**src/rtl/sap1_controller.sv**
```systemverilog
`default_nettype none
// ============================================================================
// Module      : sap1_controller
// Description : SAP-1 controller-sequencer. A six-state ring counter, T1..T6,
//               steps through fetch and execute. The opcode and ring state
//               decode to the 12-bit active-low control word.
//               Optional macro: SAP1_SHORT_CYCLE_EN ends short instructions
//               early.
// Revision    : 1.0 - initial release
// ============================================================================
module sap1_controller #(
    parameter logic [3:0] OP_LDA = 4'h0,
    parameter logic [3:0] OP_ADD = 4'h1,
    parameter logic [3:0] OP_SUB = 4'h2,
    parameter logic [3:0] OP_OUT = 4'hE,
    parameter logic [3:0] OP_HLT = 4'hF
) (
    input  logic        clk,
    input  logic        clr,
    input  logic [3:0]  opcode,
    output logic [11:0] con,
    output logic        hlt,
    output logic [5:0]  tstate
);

    // Ring bits sit at [5:0] so that tstate and hlt are taken straight from flops.
    localparam logic [6:0] c_S_T1   = 7'b000_0001;
    localparam logic [6:0] c_S_T2   = 7'b000_0010;
    localparam logic [6:0] c_S_T3   = 7'b000_0100;
    localparam logic [6:0] c_S_T4   = 7'b000_1000;
    localparam logic [6:0] c_S_T5   = 7'b001_0000;
    localparam logic [6:0] c_S_T6   = 7'b010_0000;
    localparam logic [6:0] c_S_HALT = 7'b100_0000;

    localparam logic [11:0] c_IDLE = 12'h3E3;

    logic [6:0]  r_state;
    logic [6:0]  w_next;
    logic [11:0] w_con;

    always_ff @(posedge clk) begin
        if (clr) begin
            r_state <= c_S_T1;
        end else begin
            r_state <= w_next;
        end
    end

    always_comb begin
        w_next = c_S_T1;
        case (r_state)
            c_S_T1: w_next = c_S_T2;
            c_S_T2: w_next = c_S_T3;
            c_S_T3: w_next = c_S_T4;
            c_S_T4: begin
                w_next = c_S_T5;
`ifdef SAP1_SHORT_CYCLE_EN
                if (opcode != OP_LDA && opcode != OP_ADD && opcode != OP_SUB) begin
                    w_next = c_S_T1;
                end
`endif
                if (opcode == OP_HLT) begin
                    w_next = c_S_HALT;
                end
            end
            c_S_T5: begin
                w_next = c_S_T6;
`ifdef SAP1_SHORT_CYCLE_EN
                if (opcode == OP_LDA) begin
                    w_next = c_S_T1;
                end
`endif
            end
            c_S_T6:   w_next = c_S_T1;
            c_S_HALT: w_next = c_S_HALT;
            default:  w_next = c_S_T1;
        endcase
    end

    // Undefined opcodes fall through to IDLE and behave as NOP.
    always_comb begin
        w_con = c_IDLE;
        if (!clr) begin
            case (r_state)
                c_S_T1: w_con = 12'h5E3;
                c_S_T2: w_con = 12'hBE3;
                c_S_T3: w_con = 12'h263;
                c_S_T4: begin
                    if (opcode == OP_LDA || opcode == OP_ADD || opcode == OP_SUB) begin
                        w_con = 12'h1A3;
                    end else if (opcode == OP_OUT) begin
                        w_con = 12'h3F2;
                    end
                end
                c_S_T5: begin
                    if (opcode == OP_LDA) begin
                        w_con = 12'h2C3;
                    end else if (opcode == OP_ADD || opcode == OP_SUB) begin
                        w_con = 12'h2E1;
                    end
                end
                c_S_T6: begin
                    if (opcode == OP_ADD) begin
                        w_con = 12'h3C7;
                    end else if (opcode == OP_SUB) begin
                        w_con = 12'h3CF;
                    end
                end
                default: w_con = c_IDLE;
            endcase
        end
    end

    assign con    = w_con;
    assign hlt    = r_state[6];
    assign tstate = r_state[5:0];

endmodule
`default_nettype wire
```
**config.mk**
```make
export PLATFORM = sky130hd
export DESIGN_NAME = sap1_controller
export DESIGN_NICKNAME = d
export VERILOG_FILES = /design/src/rtl/sap1_controller.sv
export SDC_FILE = /design/constraint.sdc
export NUM_CORES = 1
export LEC_CHECK = 0
export CELL_PAD_IN_SITES_DETAIL_PLACEMENT = 0
export CELL_PAD_IN_SITES_GLOBAL_PLACEMENT = 1
export CORE_MARGIN = 4
export CORE_UTILIZATION = 29
export CTS_BUF_LIST = sky130_fd_sc_hd__clkbuf_4 sky130_fd_sc_hd__clkbuf_8 sky130_fd_sc_hd__clkbuf_16
export CTS_CLUSTER_SIZE = 10
export DETAILED_ROUTE_END_ITERATION = 8
export MAX_ROUTING_LAYER = met4
export PLACE_DENSITY_LB_ADDON = 0.1
export SLEW_MARGIN = 5
export SYNTH_ARGS = -nofsm -noshare
export SYNTH_HDL_FRONTEND = slang
export SYNTH_SLANG_ARGS = --single-unit
```
**constraint.sdc**
```tcl
create_clock -name clk -period 3.2 [get_ports clk]
set_input_delay 0.48 -clock clk [delete_from_list [all_inputs] [get_ports clk]]
set_output_delay 0.48 -clock clk [all_outputs]
set_load 0.05 [all_outputs]
```
==> reports/results.ini <==
[sta]
timing.hold.ws_ns=0.629
finalSetupTns_ns=0
slew_violations=0
setup_viol=0
final.min_clock_period_ns=3.05
finClkSkew_ns=0.00963
hold_viol=0
relSlewSlack_pct=66.7
rsz0062_at_grt=false
tightest_slew_ns=0.498
period_share_pct=95.4
worst_slack_ns=0.149
fmax_mhz=328

[clock_network]
clock_latency_ns=0.26
cts_buffers=3
cts_max_level=1
ctsResizeCount=0
cts_sinks=7
clk_pin_slew_worst_paths_ns=0.06
cts_setup_buffers=0
cts_tree=yes
cts-hold-fix-buffers=0
clock_path_buffers=2
cts_root_buf=clkbuf_4

[final_layout]
diodes=0
reg.largest.list=r_state: 7 flops
largest_reg_flops=7
synthToLayoutAreaGrowth_pct=62.1
top_register=r_state
nets=107
stdcell_area_sq_um=878
drive_gt1_share_pct=20.0

[detailed_routing]
vias_per_cell=5.13
dr.pass1.iters=4
antenna_left=0
drc=0
vias=641
drt-wirelength-per-cell_microns=13.1
drt_wl_total_mm=1.64
drt_iter0_drc=9

[grt]
grt_max_degree=15
grt_pass1_wl_mm=2.80
grt.overflow.total=0
grt_pass1_vias=609
antenna_found_initial=0
grt.total_usage_pct=14.2

[synthesis]
yosys_warnings=0
synth.net_count=79
netlist_area_sq_um=542
yosysTopAreaCell=dfxtp_1
synth_cells=73
ys_ff_latch=7
ys_top_cells_by_area=dfxtp_1 26%, nor3_1 7.4%, nand2_1 6.2%
synth.avg_cell_area_sq_um=7.42
yosysTopAreaCellShare_pct=25.9
synth_seq_area_share_pct=25.9
synth_cell_types=30

[hold_path]
hp-class=reg2reg
min_to=r_state[6]
worstHoldPathCells=1
min_from=r_state[2]

[die]
core-area_sq_um=1750
ios=25
die_h_microns=51.2
rows=15
die-area_sq_um=2620
initial_core_util_pct=31.0
die_w_microns=51.2

[worst_setup_path]
critPathMaxStageDelay_ns=0.70
timing.rr.start=r_state[2]
reg2regPathDepth=4
reg2reg_slack_ns=1.49
r2r-end=r_state[0]
cp-start-kind=flip-flop
cp_slowest_cell=clkdlybuf4s50_1
critPathKind=reg2out
cp_max_fo=9
worstPathCellList=or3_4, nor4_1, nand2_1, a211o_1, clkdlybuf4s50_1
cp_data_arrival_time_ns=2.57
required_ns=2.72
worstSetupEndpointType=output port

[placement]
place_hpwl_mm=1.26
place_congestion=0.757
io_buffers=24
placed_cell_area_sq_um=848
place_ws_ns=0.292

[job]
maxCapViolCount=0

[pwr]
ir_drop_uv=378
total_power_uw=500
leakage_nw=0.307
power_density_nw_per_um2=570

[outcome]
status=finished, final reports clean

==> cells in the mapped netlist, drive strengths merged <==
| master | count |
|---|---|
| xor2 | 1 |
| clkbuf | 2 |
| xnor2 | 2 |
| nor4b | 1 |
| or4 | 4 |
| a41oi | 1 |
| o41ai | 1 |
| dfxtp | 7 |
| o21a | 1 |
| nor4 | 5 |
| nand2 | 9 |
| inv | 3 |
| a21o | 2 |
| a211oi | 3 |
| nor4bb | 1 |
| a21oi | 1 |
| nand3 | 3 |
| buf | 3 |
| a211o | 1 |
| o21ai | 2 |
| or2b | 1 |
| nand2b | 3 |
| o31ai | 1 |
| nor3 | 9 |
| nor2b | 1 |
| nor2 | 4 |
| or3 | 1 |
==> critical path: cells and delay by family (launching register included) <==
| family | cells | cell delay, ns |
|---|---|---|
| and+or+nand+nor | 3 | 0.93 |
| buffers and inverters | 1 | 0.70 |
| DFF | 1 | 0.39 |
| AOI/OAI and AO/OA | 1 | 0.31 |
==> where the power goes <==
group | total (mW) | internal [mW] | switching, mW | leakage, nW
Sequential | 0.122 | 0.0986 | 0.0237 | 0.0570
Combinational | 0.288 | 0.109 | 0.179 | 0.231
Clock | 0.0904 | 0.0562 | 0.0342 | 0.0184
Total | 0.500 | 0.264 | 0.237 | 0.307
==> metal layers <==
metal / GRT usage [%] / vias to the layer above / share of wire [%]
li1: - / 327 / -
met1: 17.7 / 296 / 48
met2: 22.5 / 16 / 46
met3: 4.66 / 2 / 5.3
met4: 2.62 / 0 / 0.37
met5: - / - / 0
==> stage by stage <==
stage,util (%),instances
final,50.3,125
after CTS,50.3,125
after global routing,50.3,125
after detailed placement,48.6,121
after floorplan,-,73
after global placement,48.6,121
==> final cells by class <==
class / instances / area, sq um
well taps: 25 / 31.3
fillers: 175 / 867
repair buffers: 28 / 290
multi-input cells: 58 / 375
inverters: 3 / 11.3
clock buffers: 4 / 30.0
flip-flops and latches: 7 / 140
==> cells by family after synthesis <==
| family | after synthesis | share of synthesized area [%] |
|---|---|---|
| and+or+nand+nor | 42 | 44.6 |
| AOI/OAI and AO/OA | 13 | 17.3 |
| buffers and inverters | 8 | 7.39 |
| DFF | 7 | 25.9 |
| xor gates and xnor gates | 3 | 4.85 |
==> cells in the final DEF (no fill, tap or decap), types with 2 or more instances in the layout <==
| cell type | count |
|---|---|
| nor4_1 | 5 |
| nand2_1 | 9 |
| buf_12 | 3 |
| clkbuf_4 | 4 |
| xnor2_1 | 2 |
| nor2_1 | 4 |
| nor3_1 | 8 |
| nand3_1 | 3 |
| nand2b_1 | 3 |
| or4_1 | 3 |
| clkdlybuf4s50_1 | 17 |
| a21o_1 | 2 |
| a211oi_1 | 3 |
| dfxtp_1 | 7 |
| inv_1 | 3 |
| buf_4 | 8 |
| o21ai_0 | 2 |
==> worst max-delay path by stage <==
stage                           from      to  slack, ns  depth (start not counted)
after global placement     opcode[1]  con[8]       0.34                          5
final                     r_state[2]  con[8]       0.15                          5
after detailed placement   opcode[1]  con[8]       0.29                          5
after CTS                 r_state[2]  con[8]       0.15                          5
after floorplan           r_state[3]  con[4]       0.11                          4
after global routing      r_state[2]  con[8]       0.02                          5
(Power assumes the default switching activity.)
